## src/rtl/issue_hazard_ctrl_pkg.sv

```systemverilog
// Shared definitions for the issue hazard / forwarding / flush controller.
// Contents: execution-unit encoding, forward-select constants and the default
// lane count and register-index width.
package issue_hazard_ctrl_pkg;

    localparam int ISSUE_W_DEF = 2;
    localparam int REG_AW_DEF  = 5;

    typedef enum logic [1:0] {
        UNIT_ALU = 2'd0,
        UNIT_MUL = 2'd1,
        UNIT_LSU = 2'd2
    } unit_e;

    // Forward select encoding: 0 = regfile, FWD_EX_BASE+k = EX lane k,
    // FWD_WB_BASE+k = WB lane k.
    localparam int FWD_RF      = 0;
    localparam int FWD_EX_BASE = 1;
    localparam int FWD_WB_BASE = FWD_EX_BASE + ISSUE_W_DEF;

    // WB base for a lane count other than the default.
    function automatic int fwd_wb_base(input int issue_w);
        return FWD_EX_BASE + issue_w;
    endfunction

endpackage

```

## src/rtl/issue_hazard_ctrl_fwd_sel_prio.sv

```systemverilog
// Single-operand forwarding priority matcher.
// Ports:
//   rs                     source register index
//   ex_valid/ex_wen/ex_rd  EX-stage writers, ex_fwd_ok = EX result ready
//   wb_valid/wb_wen/wb_rd  WB-stage writers
//   sel                    forward select (regfile / EX lane / WB lane)
//   ex_pending             winning source is an EX lane whose result is not ready
module fwd_sel_prio
    import issue_hazard_ctrl_pkg::*;
#(
    parameter int ISSUE_W  = ISSUE_W_DEF,
    parameter int REG_AW   = REG_AW_DEF,
    parameter int FW_SEL_W = $clog2(2*ISSUE_W+1)
) (
    input  logic [REG_AW-1:0]         rs,
    input  logic [ISSUE_W-1:0]        ex_valid,
    input  logic [ISSUE_W-1:0]        ex_wen,
    input  logic [ISSUE_W-1:0]        ex_fwd_ok,
    input  logic [ISSUE_W*REG_AW-1:0] ex_rd,
    input  logic [ISSUE_W-1:0]        wb_valid,
    input  logic [ISSUE_W-1:0]        wb_wen,
    input  logic [ISSUE_W*REG_AW-1:0] wb_rd,
    output logic [FW_SEL_W-1:0]       sel,
    output logic                      ex_pending
);

    // Ascending scans with later overwrite: the youngest lane wins, and the
    // EX scan runs after the WB scan so any EX hit beats any WB hit.
    always_comb begin
        sel        = FW_SEL_W'(FWD_RF);
        ex_pending = 1'b0;
        if (rs != '0) begin
            for (int i = 0; i < ISSUE_W; i++) begin
                if (wb_valid[i] && wb_wen[i] && (wb_rd[i*REG_AW +: REG_AW] == rs))
                    sel = FW_SEL_W'(fwd_wb_base(ISSUE_W) + i);
            end
            for (int i = 0; i < ISSUE_W; i++) begin
                if (ex_valid[i] && ex_wen[i] && (ex_rd[i*REG_AW +: REG_AW] == rs)) begin
                    sel        = FW_SEL_W'(FWD_EX_BASE + i);
                    ex_pending = !ex_fwd_ok[i];
                end
            end
        end
    end

endmodule

```

## src/rtl/issue_hazard_ctrl.sv

```systemverilog
// N-issue hazard, forwarding and flush controller between decode and EX/WB.
// Ports:
//   dec_*                    decode bundle (lane 0 oldest)
//   ex_*, wb_*               in-flight writers for forwarding / hazard checks
//   lsu_done                 outstanding load/store completes (pulse)
//   fifo_full, buffer_full   fetch FIFO / issue buffer back-pressure
//   redir_req, redir_addr    taken branch/jump resolved in EX, per lane
//   issue_mask               lanes leaving decode this cycle
//   fwd_sel1/2               per-lane operand forward selects
//   *_stall                  stage holds
//   redirect_*, flush_*      registered redirect and flush pulses
//   flush_ex_mask            same-cycle kill of EX lanes younger than the winner
module issue_hazard_ctrl
    import issue_hazard_ctrl_pkg::*;
#(
    parameter int ISSUE_W  = ISSUE_W_DEF,
    parameter int REG_AW   = REG_AW_DEF,
    parameter int XLEN     = 32,
    parameter int MUL_LAT  = 3,
    parameter int FW_SEL_W = $clog2(2*ISSUE_W+1)
) (
    input  logic                        clk,
    input  logic                        rst,
    input  logic [ISSUE_W-1:0]          dec_valid,
    input  logic [ISSUE_W*REG_AW-1:0]   dec_rs1,
    input  logic [ISSUE_W*REG_AW-1:0]   dec_rs2,
    input  logic [ISSUE_W*REG_AW-1:0]   dec_rd,
    input  logic [ISSUE_W-1:0]          dec_wen,
    input  logic [ISSUE_W*2-1:0]        dec_unit,
    input  logic [ISSUE_W-1:0]          ex_valid,
    input  logic [ISSUE_W-1:0]          ex_wen,
    input  logic [ISSUE_W*REG_AW-1:0]   ex_rd,
    input  logic [ISSUE_W-1:0]          ex_fwd_ok,
    input  logic [ISSUE_W-1:0]          wb_valid,
    input  logic [ISSUE_W-1:0]          wb_wen,
    input  logic [ISSUE_W*REG_AW-1:0]   wb_rd,
    input  logic                        lsu_done,
    input  logic                        fifo_full,
    input  logic                        buffer_full,
    input  logic [ISSUE_W-1:0]          redir_req,
    input  logic [ISSUE_W*XLEN-1:0]     redir_addr,
    output logic [ISSUE_W-1:0]          issue_mask,
    output logic [ISSUE_W*FW_SEL_W-1:0] fwd_sel1,
    output logic [ISSUE_W*FW_SEL_W-1:0] fwd_sel2,
    output logic                        fetch_stall,
    output logic                        dec_stall,
    output logic                        ex_stall,
    output logic                        redirect_valid,
    output logic [XLEN-1:0]             redirect_pc,
    output logic                        flush_fetch,
    output logic                        flush_decode,
    output logic [ISSUE_W-1:0]          flush_ex_mask
);

    localparam int NUM_REGS = 2**REG_AW;
    localparam int CNT_W    = $clog2(MUL_LAT+1);

    logic [NUM_REGS-1:0] mul_busy;
    logic [CNT_W-1:0]    mul_cnt [NUM_REGS];
    logic                lsu_out;
    logic                lsu_wen_q;
    logic [REG_AW-1:0]   lsu_rd;

    logic [NUM_REGS-1:0] reg_busy;
    logic [ISSUE_W-1:0]  pend1, pend2, hazard;
    logic                lsu_seen, chain;
    logic                redir_take;
    logic [XLEN-1:0]     redir_win_addr;

    for (genvar g = 0; g < ISSUE_W; g++) begin : g_lane
        fwd_sel_prio #(.ISSUE_W(ISSUE_W), .REG_AW(REG_AW), .FW_SEL_W(FW_SEL_W)) u_rs1 (
            .rs(dec_rs1[g*REG_AW +: REG_AW]),
            .ex_valid(ex_valid), .ex_wen(ex_wen), .ex_fwd_ok(ex_fwd_ok), .ex_rd(ex_rd),
            .wb_valid(wb_valid), .wb_wen(wb_wen), .wb_rd(wb_rd),
            .sel(fwd_sel1[g*FW_SEL_W +: FW_SEL_W]), .ex_pending(pend1[g])
        );
        fwd_sel_prio #(.ISSUE_W(ISSUE_W), .REG_AW(REG_AW), .FW_SEL_W(FW_SEL_W)) u_rs2 (
            .rs(dec_rs2[g*REG_AW +: REG_AW]),
            .ex_valid(ex_valid), .ex_wen(ex_wen), .ex_fwd_ok(ex_fwd_ok), .ex_rd(ex_rd),
            .wb_valid(wb_valid), .wb_wen(wb_wen), .wb_rd(wb_rd),
            .sel(fwd_sel2[g*FW_SEL_W +: FW_SEL_W]), .ex_pending(pend2[g])
        );
    end

    assign ex_stall    = lsu_out && !lsu_done;
    assign dec_stall   = (issue_mask != dec_valid) || buffer_full;
    assign fetch_stall = fifo_full || dec_stall;

    // x0 is never marked, so indexing with rs == 0 always reads not-busy.
    always_comb begin
        reg_busy = mul_busy;
        if (lsu_out && lsu_wen_q)
            reg_busy[lsu_rd] = 1'b1;
    end

    // Oldest requesting lane wins; requests are ignored while EX is stalled
    // because the requesting lane is held and will present again.
    always_comb begin
        redir_take     = 1'b0;
        redir_win_addr = '0;
        flush_ex_mask  = '0;
        if (!ex_stall) begin
            for (int j = 0; j < ISSUE_W; j++) begin
                if (redir_take) begin
                    flush_ex_mask[j] = 1'b1;
                end else if (redir_req[j]) begin
                    redir_take     = 1'b1;
                    redir_win_addr = redir_addr[j*XLEN +: XLEN];
                end
            end
        end
    end

    always_comb begin
        hazard     = '0;
        issue_mask = '0;
        lsu_seen   = lsu_out;
        chain      = 1'b1;
        for (int j = 0; j < ISSUE_W; j++) begin
            hazard[j] = reg_busy[dec_rs1[j*REG_AW +: REG_AW]] || reg_busy[dec_rs2[j*REG_AW +: REG_AW]]
                        || pend1[j] || pend2[j];
            for (int i = 0; i < ISSUE_W; i++) begin
                if ((i < j) && dec_valid[i] && dec_wen[i] && (dec_rd[i*REG_AW +: REG_AW] != '0) &&
                    ((dec_rd[i*REG_AW +: REG_AW] == dec_rs1[j*REG_AW +: REG_AW]) ||
                     (dec_rd[i*REG_AW +: REG_AW] == dec_rs2[j*REG_AW +: REG_AW])))
                    hazard[j] = 1'b1;
            end
            if ((dec_unit[j*2 +: 2] == UNIT_LSU) && lsu_seen)
                hazard[j] = 1'b1;
            if (dec_valid[j] && (dec_unit[j*2 +: 2] == UNIT_LSU))
                lsu_seen = 1'b1;
            chain         = chain && dec_valid[j] && !hazard[j];
            issue_mask[j] = chain;
        end
        if (buffer_full || redir_take)
            issue_mask = '0;
    end

    always_ff @(posedge clk) begin
        if (rst) begin
            mul_busy <= '0;
            for (int r = 0; r < NUM_REGS; r++)
                mul_cnt[r] <= '0;
            lsu_out        <= 1'b0;
            lsu_wen_q      <= 1'b0;
            lsu_rd         <= '0;
            redirect_valid <= 1'b0;
            redirect_pc    <= '0;
            flush_fetch    <= 1'b0;
            flush_decode   <= 1'b0;
        end else begin
            if (!ex_stall) begin
                for (int r = 0; r < NUM_REGS; r++) begin
                    if (mul_busy[r]) begin
                        mul_cnt[r] <= mul_cnt[r] - 1'b1;
                        if (mul_cnt[r] == CNT_W'(1))
                            mul_busy[r] <= 1'b0;
                    end
                end
            end
            if (lsu_out && lsu_done)
                lsu_out <= 1'b0;
            // Issue updates come after the drains so a same-cycle set wins.
            for (int j = 0; j < ISSUE_W; j++) begin
                if (issue_mask[j]) begin
                    if ((dec_unit[j*2 +: 2] == UNIT_MUL) && (dec_rd[j*REG_AW +: REG_AW] != '0)) begin
                        mul_busy[dec_rd[j*REG_AW +: REG_AW]] <= 1'b1;
                        mul_cnt[dec_rd[j*REG_AW +: REG_AW]]  <= CNT_W'(MUL_LAT-1);
                    end
                    if (dec_unit[j*2 +: 2] == UNIT_LSU) begin
                        lsu_out   <= 1'b1;
                        lsu_wen_q <= dec_wen[j] && (dec_rd[j*REG_AW +: REG_AW] != '0);
                        lsu_rd    <= dec_rd[j*REG_AW +: REG_AW];
                    end
                end
            end
            redirect_valid <= redir_take;
            flush_fetch    <= redir_take;
            flush_decode   <= redir_take;
            if (redir_take)
                redirect_pc <= redir_win_addr;
        end
    end

endmodule
```

## config.mk

```make
export PLATFORM = sky130hd
export DESIGN_NAME = issue_hazard_ctrl
export DESIGN_NICKNAME = d
export VERILOG_FILES = /design/src/rtl/issue_hazard_ctrl_pkg.sv /design/src/rtl/issue_hazard_ctrl_fwd_sel_prio.sv /design/src/rtl/issue_hazard_ctrl.sv
export SDC_FILE = /design/constraint.sdc
export NUM_CORES = 1
export LEC_CHECK = 0
export CAP_MARGIN = 20
export CELL_PAD_IN_SITES_DETAIL_PLACEMENT = 0
export CELL_PAD_IN_SITES_GLOBAL_PLACEMENT = 2
export CORE_UTILIZATION = 27
export CTS_CLUSTER_SIZE = 14
export DETAILED_ROUTE_END_ITERATION = 8
export PLACE_DENSITY = 0.82
export SLEW_MARGIN = 20
export SYNTH_ARGS = -nofsm -noshare
export SYNTH_HDL_FRONTEND = slang
export SYNTH_SLANG_ARGS = --single-unit
```

## constraint.sdc

```tcl
create_clock -name clk -period 5.38 [get_ports clk]
set_input_delay 1.345 -clock clk [delete_from_list [all_inputs] [get_ports clk]]
set_output_delay 1.345 -clock clk [all_outputs]
set_load 0.005 [all_outputs]
```

==> run summary <==
status -> finished, final reports clean
min cycle time layout -> 5.34 ns
RSZ-0062 raised after global routing -> yes
top cell type by total area after synthesis -> dfxtp_1
DRC errors left -> 0
CTS root buffer -> clkbuf_16
most common cell after layout, fill and taps aside -> nand2_1
Util after Layout -> 0.402
FF+latch area -> 0.00272 mm²
Gate Count Post-Synth -> 1306
Ys Warns -> 0
DP Worst Slack -> -0.800 ns
Die ar. -> 0.0375 mm²
Max stage delay on crit path -> 0.52 ns
Period Utilization, post-route -> 0.992
Worst Skew -> 0.0148 ns
cell count of the worst reg-to-reg path -> 13
max cap viols -> 0
Slew HR -> 0.235
fill count -> 3650
Die H -> 194 µm
port buffer count -> 191
area occupied by multi-input gates -> 0.00679 mm²
setup TNS -> 0 ns
Synthesized Nets -> 1477
design area -> 0.0144 mm²
share of the synthesized area in the top cell type -> 0.274
nets -> 1773
Avg Cell Area, Syn -> 7.60 µm²
total number of vias -> 11100
Post-Syn Area -> 0.00992 mm²
CTS Buffer Depth -> 2
htree depth -> 4
Worst-Margin Slew -> 1.14 ns
Num Clock Sinks -> 136
Leak -> 5.69 nW
most frequent cells in the layout -> nand2_1, buf_4, clkdlybuf4s50_1
# rows -> 69
critical path type -> input port to output pin
hold-critical path depth -> 2
TritonCTS Buffers -> 17
final WL -> 40000 µm
IR Drop Worst-Case VDD -> 0.139 mV
Crit path buffers/inverters -> 4
TritonCTS clock tree -> built
top post-synthesis cells by area -> dfxtp_1, nand2_1, xnor2_1
EDFF count, synth -> 0
delay-heaviest family, CP -> simple AND/OR/NAND/NOR gates
FMAX -> 187 MHz
crit-path max FO -> 7
final total power -> 2.86 mW
die width -> 194 µm
HPWL after DPL -> 30300 µm
#FFs+latches synth -> 136
placed cell count -> 2022
setup ws final -> 0.0449 ns
final-report hold violation count -> 0
number of global-route vias before repair -> 11000
Req. time, crit path -> 4.03 ns
Hold Buf Count CTS -> 0
Post-Place Cell Area -> 0.0133 mm²
first-pass GRT wire length -> 62700 µm
clk slew on worst S/H paths -> 0.06 ns
Synth cell types -> 72
initial antenna violation count -> 1
1st-iter DRT viols -> 684
drt pass-1 iters -> 5
Avg Vias per Cell -> 5.36
Max Slew Vio Count -> 0
share of cells above drive strength 1 -> 0.187
Avg WL per Cell -> 19.3 µm
WP depth -> 13
Crit. End Element -> output pin
Initial Util -> 0.277
crit path max-delay cell type -> or4_4
Hold WC Path Type -> register to register
final non-filler cell total -> 2077
GRT Util Overall -> 0.211
I/O Pins -> 193
core area -> 0.0358 mm²
Startpoint Class -> input port
crit-path cells -> buf_4 > buf_6 > xnor2_1 > nand4_1 > buf_4 > nor4b_4 > or4_4 > or4_4 > nor3_4 > nand2_2 > a21o_1 > a211o_1 > buf_2
Skew-Pair Late Insertion Delay -> 0.42 ns
sequential area share after synthesis -> 0.274
Min Hold Slack -> 0.469 ns
PwrDens -> 198 mW/mm²
Routed Antenna Nets -> 0
Async S/R FF share, synth -> 0
largest net degree at the start of global routing -> 85
Synth Flop Type -> dfxtp_1
Layout area overhead -> 45.2%
crit path DAT -> 3.99 ns
gpl congestion -> 0.963
endpoints failing setup -> 0
grt ovf -> 0
==> worst paths after layout <==
check                               end                        from  slack (ns)
max                         fetch_stall                  dec_rs2[3]        0.04
min          mul_cnt[0][1]$_SDFFE_PP1P_  mul_cnt[0][1]$_SDFFE_PP1P_        0.47
max reg2reg  mul_cnt[9][0]$_SDFFE_PP0P_        lsu_rd[0]$_SDFF_PP0_        1.26
min reg2reg  mul_cnt[0][1]$_SDFFE_PP1P_  mul_cnt[0][1]$_SDFFE_PP1P_        0.47
==> state kept, by name, summed over array words and instances, names as in the netlist <==
| signal | cells |
|---|---|
| flush_decode | 1 |
| lsu_out | 1 |
| lsu_rd | 5 |
| lsu_wen_q | 1 |
| mul_busy | 32 |
| mul_cnt | 64 |
| redirect_pc | 32 |
==> where the power goes <==
group	internal, mW	leakage (nW)	switching, mW
clock	0.741	0.287	0.490
combinational	0.303	4.30	0.282
sequential	1.03	1.10	0.0115
total	2.07	5.69	0.783
==> cell families after synthesis <==
group                    Yosys count  synth area share
XOR/XNOR                         122             0.108
AND/OR/NAND/NOR                  486             0.255
multiplexers                      29            0.0294
buffers and inverters            155            0.0658
AO/OA/AOI/OAI                    345             0.227
other                              1          0.000378
flip-flops                       136             0.274
adder cells (fa/ha/maj)           32            0.0403
==> tightest hold or removal path, delay by kind of cell, from the launching register on <==
| family | cells | cell delay, ns |
|---|---|---|
| compound gates | 1 | 0.05 |
| flops | 1 | 0.31 |
| simple gates | 1 | 0.06 |
==> Yosys cell counts (all sizes together), types with 16 or more instances <==
cell type    n
nand2      185
dfxtp      136
a21oi      103
clkbuf      73
xnor2       73
o21ai       66
nand3       52
xor2        49
inv         42
buf         39
o22ai       37
and3        36
nor2        34
ha          32
nor3        32
mux2i       28
nand4       24
nor4        22
a221oi      19
a221o       18
a31oi       18
nand2b      16
nor3b       16
==> metal layers <==
metal / track usage / wire, µm / vias to the layer above
met5: 0 / 0 / -
met4: 0.0877 / 1570 / 0
met3: 0.0358 / 2210 / 72
met2: 0.356 / 18600 / 413
met1: 0.264 / 17700 / 5299
li1: - / - / 5350
==> area by class of cell <==
class / instances / share of cell area
Antenna cell: 1 / 0.000174
Inverter: 43 / 0.0116
Sequential cell: 136 / 0.189
Clock buffer: 18 / 0.0298
Tap cell: 461 / 0.0400
Clock inverter: 14 / 0.0128
Timing Repair Buffer: 389 / 0.245
Multi-Input combinational cell: 1015 / 0.472
==> timing repair <==
action | CTS | global route
gates resized for setup | 91 | 73
setup endpoints to repair | 4 | 4
pin swaps | 20 | 22
gates cloned | 2 | 0
setup buffers | 17 | 5
Note: power is estimated with default switching activity, not from simulation.
